`config.mk`:
```
export PLATFORM = sky130hd
export DESIGN_NAME = pwm_seq_ctrl
export DESIGN_NICKNAME = d
export VERILOG_FILES = /design/src/rtl/pwm_seq_pkg.sv /design/src/rtl/pwm_seq_table.sv /design/src/rtl/pwm_seq_ctrl.sv
export SDC_FILE = /design/constraint.sdc
export NUM_CORES = 1
export LEC_CHECK = 0
export ABC_AREA = 1
export CORE_MARGIN = 4
export CORE_UTILIZATION = 52
export DETAILED_ROUTE_END_ITERATION = 10
export PLACE_DENSITY = 0.73
export SLEW_MARGIN = 25
export SYNTH_ARGS = -nofsm -noshare
export SYNTH_HDL_FRONTEND = slang
export SYNTH_SLANG_ARGS = --single-unit
```
`constraint.sdc`:
```
create_clock -name clk -period 4.9 [get_ports clk]
set_input_delay 1.47 -clock clk [delete_from_list [all_inputs] [get_ports clk]]
set_output_delay 1.47 -clock clk [all_outputs]
set_load 0.02 [all_outputs]
```
`src/rtl/pwm_seq_pkg.sv`:
```
// Shared definitions for the PWM32 duty sequencer: state encoding and table size limits.
package pwm_seq_pkg;

  localparam int DEPTH_MIN = 2;
  localparam int DEPTH_MAX = 16;

  localparam logic [1:0] ST_IDLE_ENC     = 2'd0;
  localparam logic [1:0] ST_RUN_ENC      = 2'd1;
  localparam logic [1:0] ST_STOPPING_ENC = 2'd2;

  typedef enum logic [1:0] {
    ST_IDLE     = ST_IDLE_ENC,
    ST_RUN      = ST_RUN_ENC,
    ST_STOPPING = ST_STOPPING_ENC
  } seq_state_e;

endpackage

```
`src/rtl/pwm_seq_table.sv`:
```
// Duty table: DEPTH x 32 register file, one synchronous write port,
// one combinational read port, cleared by the asynchronous reset.
module pwm_seq_table #(
  parameter int DEPTH = 8,
  parameter int AW    = 3
) (
  input  logic          clk,
  input  logic          rst_n,
  input  logic          we,
  input  logic [AW-1:0] waddr,
  input  logic [31:0]   wdata,
  input  logic [AW-1:0] raddr,
  output logic [31:0]   rdata
);

  logic [31:0] mem_q [DEPTH];
  logic [31:0] mem_d [DEPTH];

  // Next table contents: only in-range addresses take a write.
  always_comb begin
    mem_d = mem_q;
    if (we && (32'(waddr) < 32'(DEPTH))) begin
      mem_d[waddr] = wdata;
    end
  end

  // Read returns the stored value; an unpopulated address reads as zero.
  always_comb begin
    rdata = '0;
    if (32'(raddr) < 32'(DEPTH)) begin
      rdata = mem_q[raddr];
    end
  end

  // Table storage with asynchronous clear.
  always_ff @(posedge clk or negedge rst_n) begin
    if (!rst_n) begin
      for (int i = 0; i < DEPTH; i++) begin
        mem_q[i] <= '0;
      end
    end else begin
      mem_q <= mem_d;
    end
  end

endmodule

```
`src/rtl/pwm_seq_ctrl.sv`:
```
// PWM32 duty sequencer: steps TMRCMP2 through the duty table once per PWM
// period, for a programmed number of passes or until stopped.
//
//   state       | meaning
//   ------------+---------------------------------------------------------
//   ST_IDLE     | PWM disabled, waiting for start with a non-zero length
//   ST_RUN      | stepping the table on every period_tick
//   ST_STOPPING | stop seen; finishing the current period, then end
module pwm_seq_ctrl
  import pwm_seq_pkg::*;
#(
  parameter int DEPTH = 8,
  parameter int AW    = 3,
  parameter int RW    = 16
) (
  input  logic          clk,
  input  logic          rst_n,
  input  logic          cfg_we,
  input  logic [AW-1:0] cfg_addr,
  input  logic [31:0]   cfg_wdata,
  input  logic [31:0]   pre_in,
  input  logic [31:0]   period_in,
  input  logic [AW:0]   seq_len,
  input  logic [RW-1:0] rep_in,
  input  logic          start,
  input  logic          stop,
  input  logic          period_tick,
  output logic [31:0]   PRE,
  output logic [31:0]   TMRCMP1,
  output logic [31:0]   TMRCMP2,
  output logic          TMREN,
  output logic          busy,
  output logic          done,
  output logic [AW-1:0] step_idx
);

  localparam logic [AW:0] LEN_MAX = (AW+1)'(DEPTH);

  if (DEPTH < DEPTH_MIN || DEPTH > DEPTH_MAX) begin : g_depth_check
    $error("pwm_seq_ctrl: DEPTH out of supported range");
  end

  seq_state_e    state_q, state_d;
  logic [31:0]   pre_q, pre_d;
  logic [31:0]   per_q, per_d;
  logic [31:0]   cmp2_q, cmp2_d;
  logic          en_q, en_d;
  logic          busy_q, busy_d;
  logic          done_q, done_d;
  logic [AW-1:0] idx_q, idx_d;
  logic [AW:0]   len_q, len_d;
  logic [RW-1:0] rep_q, rep_d;

  logic [AW-1:0] nxt_idx;
  logic [AW-1:0] rd_addr;
  logic [31:0]   rd_data;
  logic          last_step;
  logic          end_seq;

  pwm_seq_table #(
    .DEPTH (DEPTH),
    .AW    (AW)
  ) u_table (
    .clk   (clk),
    .rst_n (rst_n),
    .we    (cfg_we),
    .waddr (cfg_addr),
    .wdata (cfg_wdata),
    .raddr (rd_addr),
    .rdata (rd_data)
  );

  // Next table index with wrap at the end of a pass; IDLE always preloads entry 0.
  always_comb begin
    last_step = ({1'b0, idx_q} == (len_q - 1'b1));
    nxt_idx   = last_step ? '0 : idx_q + 1'b1;
    rd_addr   = (state_q == ST_IDLE) ? '0 : nxt_idx;
  end

  // Sequencer next-state and output-register logic.
  always_comb begin
    state_d = state_q;
    pre_d   = pre_q;
    per_d   = per_q;
    cmp2_d  = cmp2_q;
    en_d    = en_q;
    busy_d  = busy_q;
    done_d  = 1'b0;
    idx_d   = idx_q;
    len_d   = len_q;
    rep_d   = rep_q;
    end_seq = 1'b0;

    case (state_q)
      ST_IDLE: begin
        if (start && (seq_len != '0)) begin
          state_d = ST_RUN;
          pre_d   = pre_in;
          per_d   = period_in;
          len_d   = (seq_len > LEN_MAX) ? LEN_MAX : seq_len;
          rep_d   = rep_in;
          idx_d   = '0;
          cmp2_d  = rd_data;
          en_d    = 1'b1;
          busy_d  = 1'b1;
        end
      end
      ST_RUN: begin
        if (period_tick) begin
          // rep_q == 0 means run forever, so it is never decremented.
          if (last_step && (rep_q != '0)) begin
            rep_d = rep_q - 1'b1;
          end
          if (stop || (last_step && (rep_q == RW'(1)))) begin
            end_seq = 1'b1;
          end else begin
            idx_d  = nxt_idx;
            cmp2_d = rd_data;
          end
        end else if (stop) begin
          state_d = ST_STOPPING;
        end
      end
      ST_STOPPING: begin
        if (period_tick) begin
          end_seq = 1'b1;
        end
      end
      default: begin
        state_d = ST_IDLE;
      end
    endcase

    // Ending holds PRE/TMRCMP1/TMRCMP2/step_idx at their last values.
    if (end_seq) begin
      state_d = ST_IDLE;
      en_d    = 1'b0;
      busy_d  = 1'b0;
      done_d  = 1'b1;
    end
  end

  // State and output registers; reset drops the PWM drive immediately.
  always_ff @(posedge clk or negedge rst_n) begin
    if (!rst_n) begin
      state_q <= ST_IDLE;
      pre_q   <= '0;
      per_q   <= '0;
      cmp2_q  <= '0;
      en_q    <= 1'b0;
      busy_q  <= 1'b0;
      done_q  <= 1'b0;
      idx_q   <= '0;
      len_q   <= '0;
      rep_q   <= '0;
    end else begin
      state_q <= state_d;
      pre_q   <= pre_d;
      per_q   <= per_d;
      cmp2_q  <= cmp2_d;
      en_q    <= en_d;
      busy_q  <= busy_d;
      done_q  <= done_d;
      idx_q   <= idx_d;
      len_q   <= len_d;
      rep_q   <= rep_d;
    end
  end

  assign PRE      = pre_q;
  assign TMRCMP1  = per_q;
  assign TMRCMP2  = cmp2_q;
  assign TMREN    = en_q;
  assign busy     = busy_q;
  assign done     = done_q;
  assign step_idx = idx_q;

endmodule
```
==> results.md <==
- Number of synthesized register bits: 379
- Max Cap Viol: 0
- Avg WL per Cell: 17.3 µm
- RSZ-0062 raised after global routing: false
- Post-CTS setup buffers: 0
- Clk Latency, worst-skew pair: 530 ps
- Setup Skew: 16.9 ps
- Fin. Hold Viols: 0
- Synth cell types: 33
- Number of global-route vias before repair: 15900
- 1st-iter DRT viols: 1554
- Antenna violations before repair: 0
- Core area: 33900 µm²
- Root Buffer: clkbuf_16
- Worst R2R End: TMRCMP2[3]
- Total wire length: 50.9 mm
- Worst r2r path cells: 11
- Vias: 16000
- Total number of H-tree levels: 2
- Area Overhead vs Synth: 22.2%
- Top layer reached by signal wires: met4
- Reg2reg setup slack: 1430 ps
- Share of cells above drive strength 1: 5.25%
- Post-cts hold buffer count: 0
- Tcrit/Tclk final: 70.8%
- Post-cts sizing count: 0
- Hold crit path type: reg -> reg
- PortBufs: 226
- FILL cells: 2856
- Synth Net Count: 2445
- Mapped Area: 18100 µm²
- CTS tree: built
- Setup TNS: 0 ps
- Max Transition Viols Final: 0
- WL met3: 3.48 mm
- Chip Height: 194 µm
- Num ports: 227
- Design Area, Final: 22100 µm²
- Relative slew margins: 37.5%
- FMAX: 0.288 GHz
- Worst IR Drop VDD: 401 µV
- N_diodes: 0
- Setup crit end kind: flip-flop
- Register Area: 9480 µm²
- Nets: 2596
- Crit path required time: 5320 ps
- Clk buf depth: 3
- Worst r2r src: len_q[0]
- Pwr per Cell Area: 605 nW/µm²
- Largest net degree at the start of global routing: 110
- Clk sink count: 379
- Worst Path Class, Setup: reg -> reg
- Hold Path Depth: 2
- Mapped Cells: 2311
- Placed inst area: 20600 µm²
- Total Die Area: 37800 µm²
- First-pass GRT wire length: 83.6 mm
- Wire length on met2: 25.1 mm
- GRT Total Usage: 26.5%
- Yosys Warn Count: 0
- WHS Endpoint: TMRCMP1[22]
- Drt drc: 0
- Mean Syn Cell Area: 7.81 µm²
- Clock buffer count from CTS: 42
- Final setup viols: 0
- WP data arrival: 3890 ps
- Total iterations of the first detailed-routing run: 5
- Hpwl dp: 29.1 mm
- Vias per inst: 5.45
- M1 WL: 21.1 mm
- DRT antenna net count: 0
- Status: finished, final reports clean
- Starting Density: 53.3%
- Post-synthesis sequential area ratio: 52.5%
- Worst-path clk slew: 60 ps
- Multi-input logic area: 6690 µm²
- Post-layout min period: 3470 ps
- Cell Rows: 67
- Worst-Margin Slew: 937 ps
- DIE WIDTH: 194 µm
- Worst setup SP type: flip-flop
- Leakage Power: 10.9 nW
- GPL Wtd Cong: 0.829
- Worst-path maximum fanout: 35
- Critical hold path startpoint: TMRCMP1[22]
- Grt ovf: 0
-- state kept, by name, indices dropped and copies added (netlist names) --
name and count:
rep_q 16, u_table.mem_q 256, step_idx 3, done 1, TMRCMP1 32, PRE 32
TMRCMP2 32, state_q 2, len_q 4, busy 1
-- cells in the final DEF, fill, tap and decap left out, drive strengths merged --
cell type      count
bufinv             3
clkbuf            63
nand4            129
clkinvlp           1
a21oi              7
o21ai            281
nand3b             1
o211ai             5
clkinv            12
buf               30
nand3            239
a31oi              4
nor2              31
and2               1
nor3               5
o22ai              5
dfrtp            379
xnor2              2
o21a               1
nand2            718
o31ai              4
ha                 9
or2                1
inv              336
clkdlybuf4s50    225
xor2               4
-- where the power goes --
group / switching (W) / internal (W) / total, W
Combinational: 0.00350 / 0.00200 / 0.00550
Clock: 0.00128 / 0.00205 / 0.00333
Sequential: 0.000509 / 0.00401 / 0.00452
-- worst max-delay path, cell delays in order, from the launching register on --
cell	delay, ps
dfrtp_1	380
inv_1	140
ha_1	260
xnor2_1	190
nor2_1	100
nand3_4	400
nand3_2	840
buf_4	590
nand3_1	160
nand3_1	90
nand3_1	110
nand2_1	50
-- per-layer routing --
metal  track usage [%]  vias to the layer above
met5                 0                        -
met3              4.35                       99
li1                  -                     7673
met4              8.41                        0
met1              35.3                     7674
met2              44.9                      603
-- Yosys cell counts --
cell type | number | share of area, %
nor2_2 | 2 | 0.069
xor2_1 | 4 | 0.19
inv_1 | 331 | 6.9
o21ai_1 | 1 | 0.028
buf_2 | 41 | 1.1
inv_2 | 5 | 0.10
o21ai_0 | 280 | 7.8
nand4_1 | 129 | 4.5
nand2_1 | 716 | 15
nor3_2 | 1 | 0.055
o211ai_1 | 5 | 0.21
nor3_1 | 4 | 0.11
buf_4 | 15 | 0.62
a31oi_1 | 4 | 0.14
nand3b_1 | 1 | 0.042
nand3_1 | 236 | 6.5
o21a_1 | 1 | 0.042
xnor2_1 | 2 | 0.097
ha_1 | 9 | 0.62
clkinv_1 | 1 | 0.021
o22ai_1 | 5 | 0.17
buf_1 | 12 | 0.25
nor2_4 | 1 | 0.062
a21oi_1 | 7 | 0.19
o31ai_1 | 4 | 0.17
clkbuf_1 | 79 | 1.6
buf_6 | 1 | 0.062
or2_2 | 1 | 0.035
nor2_1 | 28 | 0.58
and2_1 | 1 | 0.035
nand3_2 | 3 | 0.17
nand2_2 | 2 | 0.069
dfrtp_1 | 379 | 53
-- cell families after synthesis --
kind of cell,share of synthesized area (%)
XOR/XNOR,0.291
adder cells (fa/ha/maj),0.624
AND/OR/NAND/NOR,27.1
flip-flops,52.5
AO/OA/AOI/OAI,8.71
buffers and inverters,10.7
-- metrics by stage --
stage	power (W)	setup slack [ps]	util, %	hold slack, ps	cells
global placement	0.00988	1060	60.7	454	2866
finish	0.0134	1430	65.1	470	2944
detailed placement	0.0100	953	60.7	457	2866
CTS	0.0134	1480	65.1	472	2944
floorplan	0.00805	2240	-	453	2311
global route	0.0142	1250	65.1	488	2944
-- worst max-delay path by stage --
| stage | startpoint | end | slack (ps) |
|---|---|---|---|
| 2_1_floorplan | seq_len[1] | PRE[14] | 2240 |
| 3_3_place_gp | seq_len[0] | TMRCMP2[3] | 1060 |
| 3_5_place_dp | seq_len[0] | TMRCMP2[3] | 950 |
| 4_1_cts | len_q[0] | TMRCMP2[3] | 1480 |
| 5_1_grt | len_q[0] | TMRCMP2[18] | 1250 |
| 6_report | len_q[0] | TMRCMP2[3] | 1430 |
-- cell type report --
type | instances | share of cell area, %
sequential | 379 | 43.0
multi-input combinational | 1447 | 30.3
timing repair buffer | 255 | 11.6
clock buffer | 63 | 6.09
inverter | 337 | 5.76
tap | 448 | 2.54
clock inverter | 15 | 0.692
No activity file was read; power rests on OpenSTA's default activity.
